$ cat src/rtl/dds_tune_ctrl.sv
`timescale 1ns/1ps
// dds_tune_ctrl: tuning sequencer in front of the DDS (NCO + reconfigurable PLL).
// Applies the NCO word first, then (if M changes) reprograms the PLL and waits
// for a stable lock. Build option DDS_TUNE_RETRY_EN adds pll_reset lock retries.
module dds_tune_ctrl #(
  parameter int unsigned INIT_M      = 104,
  parameter int unsigned BUSY_TO     = 64,
  parameter int unsigned LOCK_TO     = 4096,
  parameter int unsigned LOCK_STABLE = 16
`ifdef DDS_TUNE_RETRY_EN
  ,
  parameter int unsigned MAX_RETRY   = 2,
  parameter int unsigned RST_CYCLES  = 8
`endif
) (
  input  logic        clk,
  input  logic        reset,
  input  logic        tune_valid,
  output logic        tune_ready,
  input  logic [8:0]  tune_m,
  input  logic [31:0] tune_f,
  output logic [8:0]  counter_data,
  output logic [31:0] nco_f,
  output logic        update,
  output logic        pll_reset,
  input  logic        busy,
  input  logic        locked,
  output logic        tuned,
  output logic        err
);

  localparam int unsigned M_W     = 9;
  localparam int unsigned F_W     = 32;
  localparam int unsigned TMO_MAX = (BUSY_TO > LOCK_TO) ? BUSY_TO : LOCK_TO;
  localparam int unsigned CNT_W   = $clog2(TMO_MAX) + 1;

  localparam logic [CNT_W-1:0] BUSY_LAST = CNT_W'(BUSY_TO - 1);
  localparam logic [CNT_W-1:0] LOCK_LAST = CNT_W'(LOCK_TO - 1);
  localparam logic [CNT_W-1:0] STAB_TGT  = CNT_W'(LOCK_STABLE);
`ifdef DDS_TUNE_RETRY_EN
  localparam int unsigned      RTY_W     = $clog2(MAX_RETRY + 2);
  localparam logic [CNT_W-1:0] RST_LAST  = CNT_W'(RST_CYCLES - 1);
`endif

  typedef enum logic [3:0] {
    S_IDLE,
    S_LOAD,
    S_REQ,
    S_WAIT_BUSY,
    S_WAIT_IDLE,
    S_WAIT_LOCK,
    S_SETTLE,
    S_DONE,
    S_ERROR,
    S_RETRY
  } state_e;

  state_e           state_q, state_d;
  logic [CNT_W-1:0] tmo_q, tmo_d, tmo_inc;
  logic [CNT_W-1:0] stab_q, stab_d, stab_inc;
  logic [M_W-1:0]   m_q, m_d;
  logic [M_W-1:0]   cur_m_q, cur_m_d;
  logic             m_valid_q, m_valid_d;
  logic [M_W-1:0]   counter_data_q, counter_data_d;
  logic [F_W-1:0]   nco_f_q, nco_f_d;
  logic             update_q, update_d;
  logic             ready_q, ready_d;
  logic             tuned_q, tuned_d;
  logic             err_q, err_d;
`ifdef DDS_TUNE_RETRY_EN
  logic [RTY_W-1:0] retry_q, retry_d;
  logic             pll_reset_q, pll_reset_d;
`endif

  // Saturating increments: counters stop at their ceiling instead of wrapping
  assign tmo_inc  = (tmo_q == '1) ? tmo_q : tmo_q + CNT_W'(1);
  assign stab_inc = !locked ? '0 : ((stab_q == STAB_TGT) ? stab_q : stab_q + CNT_W'(1));

  // Next-state and registered-output decode
  always_comb begin
    state_d        = state_q;
    tmo_d          = tmo_inc;
    stab_d         = '0;
    m_d            = m_q;
    cur_m_d        = cur_m_q;
    m_valid_d      = m_valid_q;
    counter_data_d = counter_data_q;
    nco_f_d        = nco_f_q;
    tuned_d        = tuned_q;
    err_d          = err_q;
`ifdef DDS_TUNE_RETRY_EN
    retry_d        = retry_q;
`endif
    case (state_q)
      S_IDLE: begin
        if (tune_valid && ready_q) begin
          m_d     = tune_m;
          nco_f_d = tune_f;
          tuned_d = 1'b0;
          err_d   = 1'b0;
`ifdef DDS_TUNE_RETRY_EN
          retry_d = '0;
`endif
          state_d = (m_valid_q && (tune_m == cur_m_q)) ? S_SETTLE : S_LOAD;
        end else if (tuned_q && !locked) begin
          tuned_d = 1'b0;
        end
      end
      S_LOAD: begin
        counter_data_d = m_q;
        state_d        = S_REQ;
      end
      S_REQ: state_d = S_WAIT_BUSY;
      S_WAIT_BUSY: begin
        if (busy)                    state_d = S_WAIT_IDLE;
        else if (tmo_q == BUSY_LAST) state_d = S_ERROR;
      end
      S_WAIT_IDLE: begin
        if (!busy)                   state_d = S_WAIT_LOCK;
        else if (tmo_q == BUSY_LAST) state_d = S_ERROR;
      end
      S_WAIT_LOCK: begin
        stab_d = stab_inc;
        if (stab_q == STAB_TGT) begin
          state_d = S_DONE;
        end else if (tmo_q == LOCK_LAST) begin
`ifdef DDS_TUNE_RETRY_EN
          state_d = (retry_q < RTY_W'(MAX_RETRY)) ? S_RETRY : S_ERROR;
`else
          state_d = S_ERROR;
`endif
        end
      end
      S_SETTLE: begin
        stab_d = stab_inc;
        if (stab_q == STAB_TGT)      state_d = S_DONE;
        else if (tmo_q == LOCK_LAST) state_d = S_ERROR;
      end
      S_DONE: begin
        cur_m_d   = m_q;
        m_valid_d = 1'b1;
        tuned_d   = 1'b1;
        state_d   = S_IDLE;
      end
      S_ERROR: begin
        err_d     = 1'b1;
        m_valid_d = 1'b0;
        tuned_d   = 1'b0;
        state_d   = S_IDLE;
      end
`ifdef DDS_TUNE_RETRY_EN
      S_RETRY: begin
        if (tmo_q == RST_LAST) begin
          retry_d = retry_q + RTY_W'(1);
          state_d = S_WAIT_LOCK;
        end
      end
`endif
      default: state_d = S_IDLE;
    endcase

    // Every state entry starts with fresh timeout and stability counts
    if (state_d != state_q) begin
      tmo_d  = '0;
      stab_d = '0;
    end

    update_d = (state_d == S_REQ);
    ready_d  = (state_d == S_IDLE);
`ifdef DDS_TUNE_RETRY_EN
    pll_reset_d = (state_d == S_RETRY);
`endif
  end

  // State and output registers
  always_ff @(posedge clk or negedge reset) begin
    if (!reset) begin
      state_q        <= S_IDLE;
      tmo_q          <= '0;
      stab_q         <= '0;
      m_q            <= M_W'(INIT_M);
      cur_m_q        <= M_W'(INIT_M);
      m_valid_q      <= 1'b1;
      counter_data_q <= M_W'(INIT_M);
      nco_f_q        <= '0;
      update_q       <= 1'b0;
      ready_q        <= 1'b1;
      tuned_q        <= 1'b0;
      err_q          <= 1'b0;
`ifdef DDS_TUNE_RETRY_EN
      retry_q        <= '0;
      pll_reset_q    <= 1'b0;
`endif
    end else begin
      state_q        <= state_d;
      tmo_q          <= tmo_d;
      stab_q         <= stab_d;
      m_q            <= m_d;
      cur_m_q        <= cur_m_d;
      m_valid_q      <= m_valid_d;
      counter_data_q <= counter_data_d;
      nco_f_q        <= nco_f_d;
      update_q       <= update_d;
      ready_q        <= ready_d;
      tuned_q        <= tuned_d;
      err_q          <= err_d;
`ifdef DDS_TUNE_RETRY_EN
      retry_q        <= retry_d;
      pll_reset_q    <= pll_reset_d;
`endif
    end
  end

  assign tune_ready   = ready_q;
  assign counter_data = counter_data_q;
  assign nco_f        = nco_f_q;
  assign update       = update_q;
  assign tuned        = tuned_q;
  assign err          = err_q;
`ifdef DDS_TUNE_RETRY_EN
  assign pll_reset    = pll_reset_q;
`else
  assign pll_reset    = 1'b0;
`endif

endmodule

$ cat config.mk
export PLATFORM = sky130hd
export DESIGN_NAME = dds_tune_ctrl
export DESIGN_NICKNAME = d
export VERILOG_FILES = /design/src/rtl/dds_tune_ctrl.sv
export SDC_FILE = /design/constraint.sdc
export NUM_CORES = 1
export LEC_CHECK = 0
export ABC_CLOCK_PERIOD_IN_PS = 3300
export CAP_MARGIN = 20
export CORE_ASPECT_RATIO = 1.75
export CORE_MARGIN = 4
export CORE_UTILIZATION = 55
export CTS_CLUSTER_DIAMETER = 30
export DETAILED_ROUTE_END_ITERATION = 8
export GPL_TIMING_DRIVEN = 1
export PLACE_DENSITY = 0.86
export SYNTH_ARGS = -nofsm -noshare
export SYNTH_HDL_FRONTEND = slang
export SYNTH_SLANG_ARGS = --single-unit
$ cat constraint.sdc
create_clock -name clk -period 3.3 [get_ports clk]
set_input_delay 0.66 -clock clk [delete_from_list [all_inputs] [get_ports clk]]
set_output_delay 0.66 -clock clk [all_outputs]
set_load 0.01 [all_outputs]
==> metrics <==
period utilization roughly 73%; gp weighted congestion between 0.8 and 0.9; clk_lat worst skew between 0.3 and 0.4 ns; top_reg_cell synth dfrtp_1; Yosys top cell area share about 48%; Layout area overhead 29.2%; YS warnings 0; average size of a mapped cell 12.6 sq um; CP max FO 16; final net count between 400 and 500; setup violators final 0; asr flop ratio synth 100%; path type of the worst min-delay path input port to asynchronous set/reset pin; die height ~120 um; number of synthesized register bits 94; Crit path required time 3.53 ns; io pins 92; Die Width 74.8 um; dominant cells by area after synthesis dfrtp_1 (48%), mux2_2 (15%), dfstp_2 (6.7%); TNS Setup 0 ns; f_max 415 MHz; cts hold-fix bufs 0; crit path cell chain clkdlybuf4s50_1 -> xnor2_1 -> nand4_1 -> nor3_1 -> o21ai_2 -> o31a_4 -> a2111oi_2; Critical Path End Type flip-flop; antenna cells 0; I/O Buffers 90; Bufs on Longest Clock Path 2; layout cells sized above 1 25.4%; Final min period around 2.4 ns; initial antenna violation count 0; Pleak 0.00233 uW; Synth Net Count around 400; number of remaining DRC errors 0; clock skew 0.00892 ns; RSZ-0062 raised after global routing no; PD cells between 800 and 900 mW/mm^2; H-tree depth 3; DR vias 3000; worst slew pin tran 0.775 ns; max incr delay on CP 0.49 ns; Routed Antenna Nets 0; HPWL after DPL 6760 um; initial drt markers around 140; routed len/inst 18.3 um; TritonCTS clock tree built; full die area a little over 0.009 sq mm; drt total wl 9520 um; grt total ovfl 0; post-CTS sizing 0; Final WS setup slightly below 0.9 ns; core area 0.00757 sq mm; outcome completed; CTS Sinks 94; peak supply drop between 600 and 700 uV; Syn Std Cell Area between 0.004 and 0.005 sq mm; Yosys top cell by area dfrtp_1; arrival time at the worst endpoint 2.64 ns; Final Max Slew Viols 0; Max-cap violations 0; Slowest-stage cell, CP clkdlybuf4s50_1; drt first pass iters 4; Synth cell types 49; EDFF count, synth 0; GRT Overall Usage 22.1%; Initial Util 56.8%; critical path class input port to flip-flop; first-pass GRT wire length 15800 um; clock slew at reported path FFs 0.07 ns; dpl ws about 0.61 ns; Synth Instances 340; crit start category input port; Core Rows 42; root buf cell clkbuf_16; final hold violations 0; Vias/cell ~5.8; pin count of the biggest net entering global routing 61; post-CTS setup buffers 0; Rel. slew slack between 40% and 50%; number of global-route vias before repair 3235; Seq/Total Area, Yosys between 50 and 60%; total CTS buffers 9; hold_ws 0.378 ns; fill cell count 531
-- routing by layer --
metal / GRT usage [%] / up-vias / share of wire, %
met3: 6.62 / 21 / 5.1
li1: - / 1383 / -
met4: 8.91 / 0 / 3.0
met1: 24.0 / 1504 / 36
met2: 38.6 / 92 / 55
met5: 0 / - / 0
-- worst paths after layout --
check,startpoint,to,slack [ns],depth (start not counted)
min in group clk,tuned,tuned,0.50,2
max reg2reg,tmo_q[0],tmo_q[4],0.91,7
min,reset,nco_f[23],0.38,1
min reg2reg,tuned,tuned,0.50,2
max,tune_m[5],tmo_q[4],0.89,7
max in group asynchronous,reset,m_q[3],2.17,2
-- layout make-up --
type	instances	area, sq um	area share [%]
Clock buffer	10	229	4.13
Clock inverter	6	71.3	1.28
Multi-Input combinational cell	224	1820	32.8
Tap cell	88	110	1.98
Inverter	7	26.3	0.473
Sequential cell	94	2370	42.6
Timing Repair Buffer	92	926	16.7
-- synth_stat cells, types with 5 or more instances --
library cell,count
dfstp_2,11
and3_1,12
nand3_1,13
nor2_1,20
buf_2,5
nor3_2,10
a21oi_1,8
dfrtp_1,83
clkbuf_1,6
inv_1,7
xor2_1,11
mux2_2,59
nor3_1,11
nand4_1,7
xnor2_1,20
nand2_1,8
-- worst max-delay path, delay by kind of cell --
kind | cells | cell delay, ns
buf+inv | 1 | 0.49
simple gates | 2 | 0.49
xor+xnor | 1 | 0.15
compound gates | 3 | 0.85
-- cells by family (layout without fill, tap and decap cells) --
group | count (synthesis) | after routing | synth area share, %
flip-flops | 94 | 94 | 55.1
multiplexers | 60 | 60 | 15.7
buffers and inverters | 22 | 115 | 2.51
other | 1 | 1 | 0.0873
AND/OR/NAND/NOR | 105 | 105 | 15.3
AO/OA/AOI/OAI | 24 | 24 | 4.14
adder cells (fa/ha/maj) | 3 | 3 | 0.874
XOR/XNOR | 31 | 31 | 6.32
-- through the flow --
step	cell area, sq um	cells	total power (uW)	utilization [%]
2_1_floorplan	4300	340	2870	-
3_3_place_gp	5250	505	3610	69.4
3_5_place_dp	5250	505	3670	69.4
4_1_cts	5550	521	4730	73.3
5_1_grt	5550	521	4970	73.3
6_report	5550	521	4700	73.3
-- where the power goes --
| group | switching [uW] | internal, uW | total, uW |
|---|---|---|---|
| clock | 444 | 593 | 1040 |
| combinational | 782 | 989 | 1770 |
| sequential | 295 | 1600 | 1900 |
| total | 1520 | 3180 | 4700 |
-- sequential cells by signal, indices dropped and copies added, names as in the netlist --
name / cells
state_q: 4
m_q: 9
tune_ready: 1
err: 1
tmo_q: 13
cur_m_q: 9
update: 1
tuned: 1
nco_f: 32
counter_data: 9
m_valid_q: 1
stab_q: 13
-- placed cells by master, fill, tap and decap left out, drive strengths merged, types with 2 or more instances in the layout --
cell           count
and4               4
o21ai              4
nor4bb             2
clkinvlp           2
clkbuf            10
inv                8
mux2              59
nor4               5
nand3             15
xor2              11
xnor2             20
nand3b             2
buf                3
clkinv             2
nand2              8
ha                 3
dfrtp             83
clkdlybuf4s50     89
nor4b              2
a31oi              3
nor3              21
a21oi              8
dfstp             11
nor2              20
and3              12
nand4              8
(Power assumes the default switching activity.)
